File: config.mk
export PLATFORM = sky130hd
export DESIGN_NAME = score_tracker_flat
export DESIGN_NICKNAME = d
export VERILOG_FILES = /design/src/rtl/score_tracker_pkg.sv /design/src/rtl/score_tracker_if.sv /design/src/rtl/score_tracker_bcd_digit.sv /design/src/rtl/score_tracker.sv /design/src/flat_wrapper.sv
export SDC_FILE = /design/constraint.sdc
export NUM_CORES = 1
export LEC_CHECK = 0
export ABC_AREA = 1
export CORE_AREA = 2 2 92 59
export DETAILED_ROUTE_END_ITERATION = 8
export DIE_AREA = 0 0 94 61
export DONT_BUFFER_PORTS = 1
export PLACE_DENSITY_LB_ADDON = 0.2
export SETUP_SLACK_MARGIN = 0.05
export SYNTH_ARGS = -nofsm -noshare
export SYNTH_HDL_FRONTEND = slang
export SYNTH_SLANG_ARGS = --single-unit
File: constraint.sdc
create_clock -name clk3 -period 2.3 [get_ports clk3]
set_input_delay 0.23 -clock clk3 [delete_from_list [all_inputs] [get_ports clk3]]
set_output_delay 0.23 -clock clk3 [all_outputs]
set_load 0.02 [all_outputs]
File: src/rtl/score_tracker_pkg.sv
// +----------------------------------------------------------------------------+
// | score_pkg : shared types and constants for the runner score tracker         |
// | Rev 1.0                                                                     |
// +----------------------------------------------------------------------------+
`default_nettype none

package score_pkg;

  typedef enum logic [1:0] {
    IDLE   = 2'd0,
    RUN    = 2'd1,
    PAUSED = 2'd2,
    OVER   = 2'd3
  } state_t;

  typedef logic [3:0] bcd_t;

  localparam bcd_t BCD_MAX = 4'd9;

  // Packed BCD pattern with the lowest 'digits' digits at 9, zero above.
  function automatic logic [31:0] bcd_all_nines(input int digits);
    logic [31:0] v;
    v = '0;
    for (int i = 0; i < 8; i++) begin
      if (i < digits) v[4*i +: 4] = BCD_MAX;
    end
    return v;
  endfunction

endpackage

`default_nettype wire

File: src/rtl/score_tracker_if.sv
// +----------------------------------------------------------------------------+
// | score_tracker_if : game-control / display bundle for score_tracker          |
// | Rev 1.0                                                                     |
// +----------------------------------------------------------------------------+
`default_nettype none

interface score_tracker_if #(
  parameter int DIGITS  = 4,
  parameter int LEVEL_W = 3
);
  logic                  start;
  logic                  pause;
  logic                  crash;
  logic [4*DIGITS-1:0]   score;
  logic [4*DIGITS-1:0]   high_score;
  logic [LEVEL_W-1:0]    level;
  logic                  running;
  logic                  new_record;
  logic                  saturated;
  logic                  point_tick;

  modport master (
    output start, pause, crash,
    input  score, high_score, level, running, new_record, saturated, point_tick
  );

  modport slave (
    input  start, pause, crash,
    output score, high_score, level, running, new_record, saturated, point_tick
  );
endinterface

`default_nettype wire

File: src/rtl/score_tracker_bcd_digit.sv
// +----------------------------------------------------------------------------+
// | bcd_digit : one decimal digit of the score counter with ripple carry       |
// | Rev 1.0                                                                     |
// +----------------------------------------------------------------------------+
`default_nettype none

module bcd_digit
  import score_pkg::*;
(
  input  wire logic clk3,
  input  wire logic reset,
  input  wire logic i_clear,
  input  wire logic i_inc,
  input  wire logic i_en,
  output bcd_t      o_digit,
  output logic      o_carry
);

  bcd_t r_digit;

  assign o_digit = r_digit;
  assign o_carry = i_inc && (r_digit == BCD_MAX);

  always_ff @(posedge clk3 or negedge reset) begin
    if (!reset) begin
      r_digit <= '0;
    end else if (i_clear) begin
      r_digit <= '0;
    end else if (i_inc && i_en) begin
      r_digit <= (r_digit == BCD_MAX) ? '0 : r_digit + 4'd1;
    end
  end

endmodule

`default_nettype wire

File: src/rtl/score_tracker.sv
// +----------------------------------------------------------------------------+
// | score_tracker : run-state FSM, BCD score, high score and difficulty level  |
// | Rev 1.0                                                                     |
// +----------------------------------------------------------------------------+
`default_nettype none

module score_tracker
  import score_pkg::*;
#(
  parameter int DIGITS     = 4,
  parameter int PERIOD     = 2,
  parameter int LEVEL_STEP = 100,
  parameter int LEVEL_W    = 3
) (
  input  wire logic       clk3,
  input  wire logic       reset,
  score_tracker_if.slave  bus
);

  localparam int PRE_W = (PERIOD > 1) ? $clog2(PERIOD) : 1;
  localparam int LC_W  = (LEVEL_STEP > 1) ? $clog2(LEVEL_STEP) : 1;
  localparam int SW    = 4 * DIGITS;

  localparam logic [31:0]        c_nines32   = bcd_all_nines(DIGITS);
  localparam logic [SW-1:0]      c_nines     = c_nines32[SW-1:0];
  localparam logic [LEVEL_W-1:0] c_lvl_max   = '1;
  localparam logic [PRE_W-1:0]   c_pre_last  = PRE_W'(PERIOD - 1);
  localparam logic [LC_W-1:0]    c_lc_last   = LC_W'(LEVEL_STEP - 1);

  state_t               r_state;
  logic [PRE_W-1:0]     r_presc;
  logic [LC_W-1:0]      r_lvl_cnt;
  logic [LEVEL_W-1:0]   r_level;
  logic [SW-1:0]        r_high;
  logic                 r_running;
  logic                 r_new_record;
  logic                 r_point_tick;

  logic [SW-1:0]        w_score;
  logic [DIGITS:0]      w_carry;
  logic                 w_begin;
  logic                 w_end;
  logic                 w_advance;
  logic                 w_wrap;
  logic                 w_inc;

  assign w_begin   = bus.start && (r_state == IDLE || r_state == OVER);
  assign w_end     = bus.crash && (r_state == RUN || r_state == PAUSED);
  assign w_advance = (r_state == RUN) && !bus.crash && !bus.pause;
  assign w_wrap    = w_advance && (r_presc == c_pre_last);

  // A carry out of the top digit means the score is all 9s: suppress the step.
  assign w_carry[0] = w_wrap;
  assign w_inc      = w_wrap && !w_carry[DIGITS];

  for (genvar gi = 0; gi < DIGITS; gi++) begin : g_digits
    bcd_digit u_digit (
      .clk3    (clk3),
      .reset   (reset),
      .i_clear (w_begin),
      .i_inc   (w_carry[gi]),
      .i_en    (!w_carry[DIGITS]),
      .o_digit (w_score[4*gi +: 4]),
      .o_carry (w_carry[gi+1])
    );
  end

  always_ff @(posedge clk3 or negedge reset) begin
    if (!reset) begin
      r_state      <= IDLE;
      r_presc      <= '0;
      r_lvl_cnt    <= '0;
      r_level      <= '0;
      r_high       <= '0;
      r_running    <= 1'b0;
      r_new_record <= 1'b0;
      r_point_tick <= 1'b0;
    end else begin
      r_point_tick <= w_inc;

      // Packed BCD is MSB-ordered, so a plain unsigned compare orders scores.
      if (w_end) begin
        if (w_score > r_high) begin
          r_high       <= w_score;
          r_new_record <= 1'b1;
        end else begin
          r_new_record <= 1'b0;
        end
      end

      case (r_state)
        IDLE, OVER: begin
          if (bus.start) begin
            r_state      <= RUN;
            r_running    <= 1'b1;
            r_presc      <= '0;
            r_lvl_cnt    <= '0;
            r_level      <= '0;
            r_new_record <= 1'b0;
          end
        end
        RUN: begin
          if (bus.crash) begin
            r_state   <= OVER;
            r_running <= 1'b0;
          end else if (bus.pause) begin
            r_state   <= PAUSED;
            r_running <= 1'b0;
          end else begin
            r_presc <= (r_presc == c_pre_last) ? '0 : r_presc + 1'b1;
            if (w_inc) begin
              if (r_lvl_cnt == c_lc_last) begin
                r_lvl_cnt <= '0;
                if (r_level != c_lvl_max) r_level <= r_level + 1'b1;
              end else begin
                r_lvl_cnt <= r_lvl_cnt + 1'b1;
              end
            end
          end
        end
        PAUSED: begin
          if (bus.crash) begin
            r_state   <= OVER;
            r_running <= 1'b0;
          end else if (!bus.pause) begin
            r_state   <= RUN;
            r_running <= 1'b1;
          end
        end
        default: begin
          r_state   <= IDLE;
          r_running <= 1'b0;
        end
      endcase
    end
  end

  assign bus.score      = w_score;
  assign bus.high_score = r_high;
  assign bus.level      = r_level;
  assign bus.running    = r_running;
  assign bus.new_record = r_new_record;
  assign bus.saturated  = (w_score == c_nines);
  assign bus.point_tick = r_point_tick;

endmodule

`default_nettype wire
File: src/flat_wrapper.sv
// flat-port wrapper written by rule: the top's interface ports become plain ports
module score_tracker_flat import score_pkg::*;
#(
  parameter int DIGITS     = 4,
  parameter int PERIOD     = 2,
  parameter int LEVEL_STEP = 100,
  parameter int LEVEL_W    = 3
)
  (clk3, reset, bus_start, bus_pause, bus_crash, bus_score, bus_high_score, bus_level, bus_running, bus_new_record, bus_saturated, bus_point_tick);
  score_tracker_if #(.DIGITS(DIGITS), .LEVEL_W(LEVEL_W)) bus_i ();
  input  wire logic clk3;
  input  wire logic reset;
  input wire logic [$bits(bus_i.start)-1:0] bus_start;
  input wire logic [$bits(bus_i.pause)-1:0] bus_pause;
  input wire logic [$bits(bus_i.crash)-1:0] bus_crash;
  output wire logic [$bits(bus_i.score)-1:0] bus_score;
  output wire logic [$bits(bus_i.high_score)-1:0] bus_high_score;
  output wire logic [$bits(bus_i.level)-1:0] bus_level;
  output wire logic [$bits(bus_i.running)-1:0] bus_running;
  output wire logic [$bits(bus_i.new_record)-1:0] bus_new_record;
  output wire logic [$bits(bus_i.saturated)-1:0] bus_saturated;
  output wire logic [$bits(bus_i.point_tick)-1:0] bus_point_tick;
  assign bus_i.start = bus_start;
  assign bus_i.pause = bus_pause;
  assign bus_i.crash = bus_crash;
  assign bus_score = bus_i.score;
  assign bus_high_score = bus_i.high_score;
  assign bus_level = bus_i.level;
  assign bus_running = bus_i.running;
  assign bus_new_record = bus_i.new_record;
  assign bus_saturated = bus_i.saturated;
  assign bus_point_tick = bus_i.point_tick;
  score_tracker #(.DIGITS(DIGITS), .PERIOD(PERIOD), .LEVEL_STEP(LEVEL_STEP), .LEVEL_W(LEVEL_W)) u_core (.clk3(clk3), .reset(reset), .bus(bus_i));
endmodule
==> results of run 1 <==
repair_timing:
action                                  4_1_cts  5_1_grt
endpoints found under the setup margin        0       17
hold buffers                                  2        0
resized for setup                             0        2
endpoints found under the hold margin        48        0
where the power goes:
group	switching, uW	internal (uW)
clock	292	269
combinational	1500	752
sequential	366	1080
total	2160	2100
critical path, stage by stage (launching register included):
cell and delay [ns]:
dfrtp_1 0.50, inv_1 0.09, ha_1 0.33, nand4_1 0.12, nor3_2 0.27, nand2_1 0.11, nand2_2 0.17, nand2_4 0.18
nand2_1 0.10, nand2_1 0.06
registers in the layout, summed over array words and instances, names as in the netlist:
signal,count
u_core.bus.high_score,16
u_core.bus.level,3
u_core.bus.new_record,1
u_core.bus.point_tick,1
u_core.bus.running,1
u_core.g_digits.u_digit.o_digit,16
u_core.r_lvl_cnt,7
u_core.r_presc,1
u_core.r_state,2
cells in the final DEF, fill, tap and decap left out, types with 2 or more instances in the layout:
cell type | netlist | final
o21ai_1 | 4 | 4
clkbuf_8 | 0 | 7
nor3_1 | 5 | 5
ha_1 | 29 | 29
dfrtp_1 | 48 | 48
o21ai_0 | 12 | 12
buf_4 | 1 | 17
nand2_1 | 100 | 100
o21ai_2 | 8 | 8
a21o_1 | 2 | 2
o31ai_1 | 2 | 2
xnor2_1 | 2 | 2
inv_2 | 4 | 4
nand3_1 | 38 | 38
nand2_4 | 2 | 3
a21oi_1 | 10 | 10
nor2_1 | 22 | 22
nand4_1 | 7 | 7
xor2_1 | 6 | 6
or2_2 | 5 | 5
nand3_2 | 3 | 3
inv_1 | 50 | 50
nand2_2 | 9 | 8
through the flow:
step           setup WS (ns)  hold slack (ns)  util [%]
6_report               0.254            0.216      68.6
3_5_place_dp           0.180          -0.0646      65.6
5_1_grt                0.124            0.224      68.6
3_3_place_gp           0.282          -0.0645      65.6
4_1_cts                0.168            0.196      68.4
2_1_floorplan          0.476          -0.0656         -
final cells by class:
cell class	instances	area (sq um)	share of cell area, %
Multi-Input combinational cell	273	1600	47.8
Sequential cell	48	1200	35.9
Inverter	54	203	6.05
Timing Repair Buffer	19	165	4.93
Clock buffer	7	96.3	2.88
Tap cell	66	82.6	2.47
routing by layer:
| metal | vias up | wire length, microns | part of all wire, % | track usage (%) |
|---|---|---|---|---|
| met3 | 5 | 453 | 6.8 | 7.33 |
| met2 | 59 | 2960 | 44 | 38.2 |
| met1 | 1133 | 3230 | 48 | 35.9 |
| li1 | 1272 | - | - | - |
| met4 | 0 | 51 | 0.76 | 6.83 |
| met5 | - | 0 | 0 | 0 |
cell families after synthesis:
kind of cell | count (synthesis)
simple gates | 195
buf+inv | 60
flops | 48
compound gates | 41
fa+ha+maj | 29
xor+xnor | 8
final timing paths:
check,depth (start not counted),end
worst min register to register,2,u_core.r_lvl_cnt[0]$_DFFE_PN0P_
worst min-delay path,3,u_core.bus.new_record$_DFF_PN0_
max in group asynchronous,2,u_core.bus.level[2]$_DFFE_PN0P_
worst max register to register,9,u_core.bus.high_score[8]$_DFFE_PN0P_
worst max-delay path,9,u_core.bus.high_score[8]$_DFFE_PN0P_
min in group asynchronous,2,u_core.bus.high_score[10]$_DFFE_PN0P_
==> summary.md, run 1 <==
| Metric | Value |
|---|---|
| Status | `complete, no violations` |
| Most common cell in the netlist | `nand2_1` |
| Relative slew slack | `about 68%` |
| Leakage | `approximately 0.0018 uW` |
| Post-route insts no fill | `467` |
| Adder-cell share of the synthesized area | `about an eighth` |
| Compound-cell area share of the yosys netlist | `around 8.4%` |
| Async SR Flop Fraction | `between 90% and 100%` |
| Clk sinks | `48` |
| Core ar. | `a little under 5000 sq um` |
| Setup crit start | `u_core.bus.high_score[11]$_DFFE_PN0P_` |
| Clock Skew | `between 0.01 and 0.015 ns` |
| Skew-Pair Late Insertion Delay | `about 0.31 ns` |
| Crit path required time | `about 2.5 ns` |
| Hold Vio Cnt, Final | `0` |
| Die height | `61 microns` |
| N_diodes | `0` |
| Startpoint Class | `flop` |
| Post-CTS Setup Bufs | `0` |
| CTS tree | `done` |
| Global route total overflow | `0` |
| Routed wire length per instance | `between 10 and 15 microns` |
| Num ports | `44` |
| Layout area overhead | `10.2%` |
| Top_reg_cell synth | `dfrtp_1` |
| HP Class | `in2reg` |
| Setup TNS | `0 ns` |
| Simple-gate share of the synthesized area | `roughly 30%` |
| Synth warnings | `0` |
| Seq/Total Area, Yosys | `between 30% and 40%` |
| DR pass1 iterations | `4` |
| Combinational family with the most area after synthesis | `simple AND/OR/NAND/NOR gates` |
| H-tree depth | `2` |
| Syn_area_per_cell | `between 7 and 8 sq um` |
| Initial core utilization | `62.3%` |
| Origin of the worst min-delay path | `bus_crash` |
| Largest net degree at the start of global routing | `49` |
| Placed Instances | `around 460` |
| Multiplexer share of the synthesized area | `0%` |
| Synth top area share | `39.5%` |
| Detailed placement HPWL | `~5 mm` |
| EDFF count, synth | `0` |
| CTS Root Cell | `clkbuf_8` |
| Vias in the first global route | `~2300` |
| Yosys cell types | `31` |
| Cells after synthesis | `roughly 380` |
| Power Dens Cells | `about 1300 nW/um^2` |
| Crit end category | `flop` |
| Xor/xnor share of the synthesized area | `roughly 2.3%` |
| Clock tree buffer depth | `2` |
| Min Tclk post-route | `2.05 ns` |
| Max-Cap Viols | `0` |
| Post-synthesis register bit count | `48` |
| Initial antenna violation count | `0` |
| WP data arrival | `2.24 ns` |
| Most common library cells after synthesis | `100 x nand2_1, 50 x inv_1, 48 x dfrtp_1` |
| Worst Path Max Fanout | `17` |
| Drt total wl | `6.70 mm` |
| Remaining DRCs | `0` |
| Vias | `2469` |
| Syn Std Cell Area | `approximately 3000 sq um` |
| Antenna Nets Post-Route | `0` |
| Final instance area | `3350 sq um` |
| Layout net count | `about 440` |
| Placed inst area | `3200 sq um` |
| Clock buffer count from CTS | `5` |
| GRT Util Overall | `25.2%` |
| Die X | `94 microns` |
| Max Transition Viols Final | `0` |
| R2r startpoint | `u_core.bus.high_score[11]$_DFFE_PN0P_` |
| Rows | `20` |
| Setup Crit Path Kind | `reg2reg` |
| R2r setup slk | `roughly 0.25 ns` |
| # setup viols final | `0` |
| First-pass GRT wire length | `roughly 11 mm` |
| Worst VDD drop | `about 660 uV` |
| Clock transition at path regs | `approximately 0.09 ns` |
| Worst slew pin tran | `0.484 ns` |
| RSZ-0062 raised after global routing | `no` |
| Final period util | `89.0%` |
| Filler cell count in the final layout | `403` |
| Largest cells by area after synthesis | `dfrtp_1 40%, nand2_1 12%, ha_1 12%` |
| Maximum clock frequency | `roughly 500 MHz` |
| RePlAce Congestion | `0.826` |
| 1st-iter DRT viols | `118` |
| Syn Nets | `415` |
| Die area | `5730 sq um` |
| Vias per cell | `5.29` |
| Area leader, netlist | `dfrtp_1` |
| Final total power | `around 4300 uW` |
| Port Buf Inserts | `0` |
| Share of post-route cells with drive strength above 1 | `around 15%` |
No activity file was read; power rests on OpenSTA's default activity.
==> run 2: changes to the inputs <==
--- a/config.mk
+++ b/config.mk
@@ -6,9 +6,9 @@
 export NUM_CORES = 1
 export LEC_CHECK = 0
 export ABC_AREA = 1
-export CORE_AREA = 2 2 92 59
+export CORE_AREA = 8 8 98 65
 export DETAILED_ROUTE_END_ITERATION = 8
-export DIE_AREA = 0 0 94 61
+export DIE_AREA = 0 0 106 73
 export DONT_BUFFER_PORTS = 1
 export PLACE_DENSITY_LB_ADDON = 0.2
 export SETUP_SLACK_MARGIN = 0.05
==> summary.md, run 2 (same netlist as run 1, synthesis figures left out) <==
| Metric | Value |
|---|---|
| Global route total overflow | `0 (unchanged)` |
| Origin of the worst min-delay path | `bus_pause (was bus_crash)` |
| Max-Cap Viols | `0 (unchanged)` |
| Clock tree buffer depth | `2 (unchanged)` |
| CTS Root Cell | `clkbuf_8 (unchanged)` |
| Post-CTS Setup Bufs | `0 (unchanged)` |
| Leakage | `0.00181 uW (was 0.00179 uW)` |
| Crit path largest cell delay | `0.51 ns (was 0.50 ns)` |
| Hold Vio Cnt, Final | `0 (unchanged)` |
| Clock Skew | `0.0111 ns (was 0.0119 ns)` |
| Skew-Pair Late Insertion Delay | `0.31 ns (about the same)` |
| Maximum clock frequency | `478 MHz (was 489 MHz)` |
| Drt total wl | `6.92 mm (was 6.70 mm)` |
| Final total power | `4350 uW (was 4260 uW)` |
| Initial antenna violation count | `0 (unchanged)` |
| Clk sinks | `48 (unchanged)` |
| Relative slew slack | `67.2% (was 67.7%)` |
| Layout net count | `438 (was 435)` |
| Final period util | `91.0% (was 89.0%)` |
| GRT Util Overall | `19.1% (was 25.2%)` |
| Share of post-route cells with drive strength above 1 | `17.3% (was 15.5%)` |
| 1st-iter DRT viols | `127 (was 118)` |
| Largest net degree at the start of global routing | `49 (unchanged)` |
| N_diodes | `0 (unchanged)` |
| Worst-path cell chain | `inv_1, ha_1, nand4_1, nor3_2, nand2_1, nand2_2, nand2_2, nand2_1, nand2_1 (was inv_1, ha_1, nand4_1, nor3_2, nand2_1, nand2_2, nand2_4, nand2_1, nand2_1)` |
| Status | `complete, no violations (unchanged)` |
| HP Class | `in2reg (unchanged)` |
| Die area | `7740 sq um (was 5730 sq um)` |
| Antenna Nets Post-Route | `0 (unchanged)` |
| Startpoint Class | `flop (unchanged)` |
| Num ports | `44 (unchanged)` |
| WP data arrival | `2.29 ns (was 2.24 ns)` |
| Die height | `73 microns (was 61 microns)` |
| Rows | `20 (unchanged)` |
| Vias per cell | `5.32 (was 5.29)` |
| Routed wire length per instance | `14.7 microns (was 14.3 microns)` |
| RSZ-0062 raised after global routing | `no (unchanged)` |
| Initial core utilization | `62.3% (unchanged)` |
| Crit path required time | `2.50 ns (was 2.49 ns)` |
| Worst Path Max Fanout | `17 (unchanged)` |
| Setup TNS | `0 ns (unchanged)` |
| Min Tclk post-route | `2.09 ns (was 2.05 ns)` |
| Crit end category | `flop (unchanged)` |
| Layout area overhead | `11.9% (was 10.2%)` |
| CTS tree | `done (unchanged)` |
| Core ar. | `4880 sq um (unchanged)` |
| R2r startpoint | `u_core.bus.high_score[10]$_DFFE_PN0P_ (was u_core.bus.high_score[11]$_DFFE_PN0P_)` |
| # setup viols final | `0 (unchanged)` |
| Vias in the first global route | `2520 (was 2342)` |
| Detailed placement HPWL | `5.17 mm (was 5.02 mm)` |
| H-tree depth | `2 (unchanged)` |
| Remaining DRCs | `0 (unchanged)` |
| Most common cell after layout, fill and taps aside | `nand2_1 (unchanged)` |
| RePlAce Congestion | `0.848 (was 0.826)` |
| Vias | `2507 (was 2469)` |
| Area of the multi-input gates | `1600 sq um (unchanged)` |
| DR pass1 iterations | `4 (unchanged)` |
| Slowest stage cell on the critical path | `dfrtp_1 (unchanged)` |
| Setup crit start | `u_core.bus.high_score[10]$_DFFE_PN0P_ (was u_core.bus.high_score[11]$_DFFE_PN0P_)` |
| Clock buffer count from CTS | `5 (unchanged)` |
| Commonest non-fill, non-tap cells in the layout | `100 x nand2_1, 50 x inv_1, 45 x dfrtp_1, 38 x nand3_1, 29 x ha_1 (was 100 x nand2_1, 50 x inv_1, 48 x dfrtp_1, 38 x nand3_1, 29 x ha_1)` |
| Max Transition Viols Final | `0 (unchanged)` |
| Clock transition at path regs | `0.10 ns (was 0.09 ns)` |
| Worst slew pin tran | `0.491 ns (was 0.484 ns)` |
| Filler cell count in the final layout | `393 (was 403)` |
| First-pass GRT wire length | `12.0 mm (was 11.1 mm)` |
| FF/Latch Area | `1200 sq um (about the same)` |
| Die X | `106 microns (was 94 microns)` |
| Port Buf Inserts | `0 (unchanged)` |
| Power Dens Cells | `1280 nW/um^2 (was 1270 nW/um^2)` |
| CP dominant cell by count | `nand2_1 (unchanged)` |
| Setup Crit Path Kind | `reg2reg (unchanged)` |
| Worst VDD drop | `617 uV (was 656 uV)` |
[run 2: worst max-delay path: cells and delay by family, from the launching register on]
kind | cells | cell delay, ns
adders and majority gates | 1 | 0.30
buffers and inverters | 1 | 0.07
DFF | 1 | 0.51
and+or+nand+nor | 7 | 1.10
[run 2: per-layer routing]
metal	wire [microns]	up-vias	GRT usage (%)	part of all wire, %
met5	0	-	0	0
met4	102	0	6.82	1.5
met2	3130	75	29.6	45
li1	-	1276	-	-
met1	3080	1147	24.3	45
met3	604	9	6.53	8.7
[run 2: layout make-up]
| type | count | area share (%) |
|---|---|---|
| repair buffers | 22 | 5.52 |
| flip-flops and latches | 48 | 35.4 |
| well taps | 66 | 2.43 |
| inverters | 54 | 5.96 |
| multi-input cells | 273 | 47.1 |
| clock inverters | 2 | 1.14 |
| clock buffers | 6 | 2.43 |
[run 2: path summary, 6_finish.rpt]
check | endpoint | slack (ns) | cells past startpoint
max | u_core.bus.high_score[12]$_DFFE_PN0P_ | 0.21 | 9
min | u_core.r_state[1]$_DFFE_PN0P_ | 0.19 | 4
max reg2reg | u_core.bus.high_score[12]$_DFFE_PN0P_ | 0.21 | 9
min reg2reg | u_core.r_lvl_cnt[1]$_DFFE_PN0P_ | 0.53 | 2
max in group asynchronous | u_core.bus.high_score[11]$_DFFE_PN0P_ | 1.65 | 2
min in group asynchronous | u_core.bus.high_score[0]$_DFFE_PN0P_ | 0.42 | 2
[run 2: what timing repair did]
action                     in CTS  in global routing
hold buffers                    2                  0
setup endpoints to repair       0                  5
hold endpoints to repair       48                  0
resized for setup               0                  5
[run 2: where the power goes]
part           switching (uW)  internal, uW
registers                 361          1080
clock network             317           356
logic                    1470           763
[run 2: per-stage QoR]
stage / hold WS [ns] / cell area, sq um / cells / worst slack, ns / utilization [%]
after floorplan: -0.0656 / 3040 / 381 / 0.476 / -
after global placement: -0.0643 / 3230 / 461 / 0.285 / 66.1
after detailed placement: -0.0643 / 3230 / 461 / 0.233 / 66.1
after CTS: 0.179 / 3380 / 471 / 0.216 / 69.4
after global routing: 0.254 / 3400 / 471 / 0.0607 / 69.7
final: 0.185 / 3400 / 471 / 0.208 / 69.7
==> run 3: changes to the inputs <==
--- a/config.mk
+++ b/config.mk
@@ -6,6 +6,7 @@
 export NUM_CORES = 1
 export LEC_CHECK = 0
 export ABC_AREA = 1
+export ABC_CLOCK_PERIOD_IN_PS = 2300
 export CORE_AREA = 8 8 98 65
 export DETAILED_ROUTE_END_ITERATION = 8
 export DIE_AREA = 0 0 106 73
==> results of run 3 <==
Same layout as run 2: the final DEF is identical, and so are final timing and power.
